### src/rtl/bambu_slave_mem_driver.sv
// Loads a byte image into an HLS `main` core via slave channel 0, runs it, and streams the array back.
// Optional build macro SLAVE_DRV_SORT_CHECK_EN adds a signed ascending-order check on readback.
module bambu_slave_mem_driver #(
  parameter int ADDR_W    = 9,
  parameter int DATA_W    = 64,
  parameter int SIZE_W    = 7,
  parameter int NUM_WORDS = 100,
  parameter int BASE_ADDR = 128,
  parameter int TIMEOUT   = 200000000
) (
  input  logic                  clock,
  input  logic                  reset,
  input  logic                  go,
  input  logic                  in_valid,
  output logic                  in_ready,
  input  logic [7:0]            in_data,
  output logic                  out_valid,
  input  logic                  out_ready,
  output logic [31:0]           out_data,
  output logic                  out_last,
  output logic [1:0]            S_oe_ram,
  output logic [1:0]            S_we_ram,
  output logic [2*ADDR_W-1:0]   S_addr_ram,
  output logic [2*DATA_W-1:0]   S_Wdata_ram,
  output logic [2*SIZE_W-1:0]   S_data_ram_size,
  input  logic [2*DATA_W-1:0]   Sout_Rdata_ram,
  input  logic [1:0]            Sout_DataRdy,
  output logic                  start_port,
  input  logic                  done_port,
  output logic                  busy,
  output logic                  finished,
  output logic                  timeout,
  output logic [31:0]           cycle_count,
  output logic                  sort_err
);

  localparam logic [3:0] IDLE   = 4'd0;
  localparam logic [3:0] LOAD   = 4'd1;
  localparam logic [3:0] WRITE  = 4'd2;
  localparam logic [3:0] START  = 4'd3;
  localparam logic [3:0] RUN    = 4'd4;
  localparam logic [3:0] RDREQ  = 4'd5;
  localparam logic [3:0] RDWAIT = 4'd6;
  localparam logic [3:0] EMIT   = 4'd7;
  localparam logic [3:0] DONE   = 4'd8;

  localparam int IDX_W = (NUM_WORDS > 1) ? $clog2(NUM_WORDS) : 1;
  localparam logic [IDX_W-1:0] LAST_IDX = IDX_W'(NUM_WORDS - 1);

  logic [3:0]        state;
  logic [IDX_W-1:0]  word_idx;
  logic [1:0]        byte_idx;
  logic [31:0]       word_buf;
  logic [31:0]       rd_buf;
  logic [31:0]       cycle_reg;
  logic              timeout_reg;

  logic              last_word;
  logic              access;
  logic [ADDR_W-1:0] acc_addr;

  assign last_word = (word_idx == LAST_IDX);
  assign access    = (state == WRITE) || (state == RDREQ);
  // Address wraps modulo 2^ADDR_W by construction of the sized sum.
  assign acc_addr  = ADDR_W'(BASE_ADDR) + ADDR_W'({word_idx, 2'b00});

  always_ff @(posedge clock or posedge reset) begin
    if (reset) begin
      state       <= IDLE;
      word_idx    <= '0;
      byte_idx    <= '0;
      word_buf    <= '0;
      rd_buf      <= '0;
      cycle_reg   <= '0;
      timeout_reg <= 1'b0;
    end else begin
      case (state)
        IDLE: begin
          if (go) begin
            state    <= LOAD;
            word_idx <= '0;
            byte_idx <= '0;
          end
        end
        LOAD: begin
          if (in_valid) begin
            word_buf[{byte_idx, 3'b000} +: 8] <= in_data;
            byte_idx <= byte_idx + 2'd1;
            if (byte_idx == 2'd3) state <= WRITE;
          end
        end
        WRITE: begin
          if (last_word) begin
            state <= START;
          end else begin
            word_idx <= word_idx + IDX_W'(1);
            state    <= LOAD;
          end
        end
        START: begin
          cycle_reg <= 32'd1;
          state     <= RUN;
        end
        RUN: begin
          if (done_port) begin
            word_idx <= '0;
            state    <= RDREQ;
          end else if (cycle_reg >= 32'(TIMEOUT)) begin
            timeout_reg <= 1'b1;
            state       <= DONE;
          end else begin
            cycle_reg <= cycle_reg + 32'd1;
          end
        end
        RDREQ: state <= RDWAIT;
        RDWAIT: begin
          if (Sout_DataRdy[0]) begin
            rd_buf <= Sout_Rdata_ram[31:0];
            state  <= EMIT;
          end
        end
        EMIT: begin
          if (out_ready) begin
            if (last_word) begin
              state <= DONE;
            end else begin
              word_idx <= word_idx + IDX_W'(1);
              state    <= RDREQ;
            end
          end
        end
        DONE: begin
          if (go) begin
            state       <= LOAD;
            word_idx    <= '0;
            byte_idx    <= '0;
            timeout_reg <= 1'b0;
            cycle_reg   <= '0;
          end
        end
        default: state <= IDLE;
      endcase
    end
  end

`ifdef SLAVE_DRV_SORT_CHECK_EN
  logic [31:0] prev_word;
  logic        sort_err_reg;

  // prev_word tracks the last word handed off downstream; word 0 is never compared.
  always_ff @(posedge clock or posedge reset) begin
    if (reset) begin
      prev_word    <= '0;
      sort_err_reg <= 1'b0;
    end else if (state == DONE && go) begin
      sort_err_reg <= 1'b0;
    end else if (state == EMIT) begin
      if (word_idx != '0 && $signed(rd_buf) < $signed(prev_word)) sort_err_reg <= 1'b1;
      if (out_ready) prev_word <= rd_buf;
    end
  end

  assign sort_err = sort_err_reg;
`else
  assign sort_err = 1'b0;
`endif

  assign in_ready    = (state == LOAD);
  assign out_valid   = (state == EMIT);
  assign out_data    = rd_buf;
  assign out_last    = (state == EMIT) && last_word;
  assign start_port  = (state == START);
  assign busy        = (state != IDLE) && (state != DONE);
  assign finished    = (state == DONE);
  assign timeout     = timeout_reg;
  assign cycle_count = cycle_reg;

  assign S_we_ram        = {1'b0, state == WRITE};
  assign S_oe_ram        = {1'b0, state == RDREQ};
  assign S_addr_ram      = {ADDR_W'(0), access ? acc_addr : ADDR_W'(0)};
  assign S_Wdata_ram     = {DATA_W'(0), (state == WRITE) ? DATA_W'(word_buf) : DATA_W'(0)};
  assign S_data_ram_size = {SIZE_W'(0), access ? SIZE_W'(32) : SIZE_W'(0)};

  // Channel 1 and the upper read-data bits are never consumed.
  logic unused_inputs;
  assign unused_inputs = &{1'b0, Sout_Rdata_ram[2*DATA_W-1:32], Sout_DataRdy[1]};

endmodule

### config.mk
export PLATFORM = sky130hd
export DESIGN_NAME = bambu_slave_mem_driver
export DESIGN_NICKNAME = d
export VERILOG_FILES = /design/src/rtl/bambu_slave_mem_driver.sv
export SDC_FILE = /design/constraint.sdc
export NUM_CORES = 1
export LEC_CHECK = 0
export CAP_MARGIN = 20
export CORE_AREA = 2 2 148 150
export DETAILED_ROUTE_END_ITERATION = 6
export DIE_AREA = 0 0 150 152
export PLACE_DENSITY = 0.69
export SETUP_SLACK_MARGIN = 0.5
export SYNTH_ARGS = -nofsm -noshare
export SYNTH_HDL_FRONTEND = slang
export SYNTH_SLANG_ARGS = --single-unit
### constraint.sdc
create_clock -name clock -period 4.3 [get_ports clock]
set_clock_uncertainty 0.05 [all_clocks]
set_input_delay 1.075 -clock clock [delete_from_list [all_inputs] [get_ports clock]]
set_output_delay 1.075 -clock clock [all_outputs]
set_load 0.005 [all_outputs]
==> impl_metrics.json <==
{
  "status": "completed",
  "drv_cap": 0,
  "finalMaxSlewViolations": 0,
  "clock_sinks": 110,
  "yosysTopAreaCell": "dfrtp_1",
  "setup_viol": 0,
  "worstReg2RegEnd": "cycle_count[21]",
  "cpPeakStageDelay_ps": 550,
  "end_kind": "output port",
  "vias": 5324,
  "rows": 54,
  "grt_use_total": 0.143,
  "grt-ovfl-total": 0,
  "die_h_um": 152,
  "critPathLaunchType": "input port",
  "cp_cell_sequence": "dlygate4sd2_1 -> nand4bb_1 -> a21o_1 -> nor2_1 -> clkdlybuf4s50_1",
  "clockBufferDepth": 2,
  "hold_path_depth": 1,
  "synth_area_per_cell_um2": 9.44,
  "dp_hpwl_um": 11500,
  "p_per_area_mw_per_mm2": 511,
  "cp_slowest_cell": "clkdlybuf4s50_1",
  "hold_viol": 0,
  "cts_tree": "done",
  "die_x_um": 150,
  "finalNonFillerCells": 1148,
  "h-tree-depth": 3,
  "clock.fmax_ghz": 0.274,
  "drtPass1Iterations": 4,
  "yosysSeqAreaShare": 0.404,
  "numCtsBuffers": 9,
  "grt_pass1_wl_um": 26300,
  "grt_pass1_vias": 4983,
  "holdCritStartpoint": "out_data[8]",
  "wl_um": 16500,
  "synthArstFlopShare": 1.00,
  "p_leak_uw": 0.00365,
  "synth_cell_types": 69,
  "ff2ff_path_depth": 5,
  "r2r_slack_ps": 1640,
  "avgViaCountPerCell": 4.64,
  "synth_area_mm2": 0.00681,
  "crit_required_ps": 3170,
  "ctsHoldBuffers": 0,
  "hold_end": "out_data[8]",
  "ant_nets": 0,
  "tns_ps": 0,
  "yosys_warnings": 0,
  "clk_latency_ps": 350,
  "rsz0062_at_grt": "no",
  "synth_top_area_frac": 0.404,
  "critPathMaxFanout": 4,
  "die-area_mm2": 0.0228,
  "drc": 0,
  "synth_edf_count": 0,
  "irDropWorstVdd_mv": 0.223,
  "hold_path.class": "flip-flop to flip-flop",
  "start_util": 0.319,
  "final-seq-area_mm2": 0.00275,
  "port_buffers": 159,
  "path_class": "input port to output port",
  "nNetsFinal": 1016,
  "synth_most_common_cell": "buf_4",
  "final.min_clock_period_ps": 3650,
  "ios": 380,
  "fillers": 2162,
  "synth_ff_type": "dfrtp_1",
  "multi_input_area_mm2": 0.00326,
  "post_cts_buffers": 0,
  "routabilityCongestion": 0.775,
  "fin_crit_sh": 0.849,
  "grt_max_degree": 67,
  "worst_pin_slew_ps": 1010,
  "syn2layout_area_growth_pct": 24.4,
  "post_drt_wl_per_cell_um": 14.3,
  "arrival_ps": 2520,
  "drtIter0Drc": 220,
  "synth_common_cells": "buf_4, dfrtp_1, nand3_1",
  "drive_above_1_share": 0.0923,
  "clk_pin_slew_ps": 70,
  "synthCells": 721,
  "r2r-start": "state[0]",
  "core-area_mm2": 0.0214,
  "place_inst": 1132,
  "root_buffer": "clkbuf_16",
  "ys_seq_elements": 110,
  "antenna_found_initial": 1,
  "ys_top_cells_by_area": "dfrtp_1, buf_4, mux2_2, nand3_1, and2_1",
  "relSlewSlack": 0.326
}
area by class of cell:
type | count | share of cell area
Clock inverter | 6 | 0.00473
Timing Repair Buffer | 167 | 0.196
Antenna cell | 1 | 0.000296
Inverter | 44 | 0.0199
Sequential cell | 110 | 0.325
Multi-Input combinational cell | 531 | 0.385
Clock buffer | 9 | 0.0266
Tap cell | 280 | 0.0414
cells in the final DEF (no fill, tap or decap), types with 7 or more instances in the layout:
cell type	synthesis	routed
clkdlybuf4s50_1	0	158
conb_1	1	123
dfrtp_1	110	109
nand3_1	51	51
o21ai_0	46	46
nand2_1	43	43
inv_1	42	41
and2_1	37	37
mux2_2	33	33
nand2b_1	16	16
nor2_1	16	16
nor3_1	14	14
mux2i_1	14	14
a211oi_1	10	10
a21oi_1	9	9
ha_1	9	9
clkbuf_16	0	9
or3_1	8	8
nor2b_1	7	7
buf_4	125	7
stage by stage:
| step | total power [uW] | setup slack [ps] | hold slack (ps) | cell area [um2] | util |
|---|---|---|---|---|---|
| 2_1_floorplan | 2750 | 1240 | 439 | 7270 | - |
| 3_3_place_gp | 3520 | 416 | 437 | 8200 | 0.384 |
| 3_5_place_dp | 3560 | 410 | 443 | 8200 | 0.384 |
| 4_1_cts | 4380 | 640 | 461 | 8460 | 0.396 |
| 5_1_grt | 4650 | 520 | 470 | 8470 | 0.397 |
| 6_report | 4330 | 651 | 456 | 8470 | 0.397 |
power by group:
part           internal [uW]  leakage (uW)  total [uW]  switching (uW)
Clock                    388      0.000119         782             394
Sequential              1380       0.00138        1710             326
Combinational            990       0.00215        1840             849
Total                   2760       0.00365        4330            1570
worst max-delay path by stage:
stage / startpoint / to / slack, ps / cells past startpoint
final: go / start_port / 650 / 5
after global routing: state[0] / S_addr_ram[3] / 520 / 5
after CTS: state[1] / S_addr_ram[3] / 640 / 5
after detailed placement: go / start_port / 410 / 5
after global placement: go / start_port / 420 / 5
after floorplan: go / start_port / 1240 / 5
what timing repair did:
action,CTS,global route
gates resized for setup,1,1
endpoints found under the setup margin,1,5
pin swaps,0,0
logic make-up (layout without fill, tap and decap cells):
family                   Yosys count  count (layout)  share of synthesized area
AO/OA/AOI/OAI                    115             115                      0.118
XOR/XNOR                           2               2                    0.00257
adder cells (fa/ha/maj)            9               9                     0.0165
buffers and inverters            202             226                      0.183
flip-flops                       110             110                      0.404
multiplexers                      48              48                     0.0768
other                              1             124                   0.000551
AND/OR/NAND/NOR                  234             234                      0.198
routing by layer:
layer  GRT usage  wire length (um)
met1       0.188              7070
met2       0.226              7860
met3      0.0435              1260
met4      0.0427               276
met5           0                 0
critical path, delay by kind of cell:
kind / cells / cell delay, ps
AOI/OAI and AO/OA: 1 / 210
buffers and inverters: 2 / 890
and+or+nand+nor: 2 / 350
No activity file was read; power rests on OpenSTA's default activity.
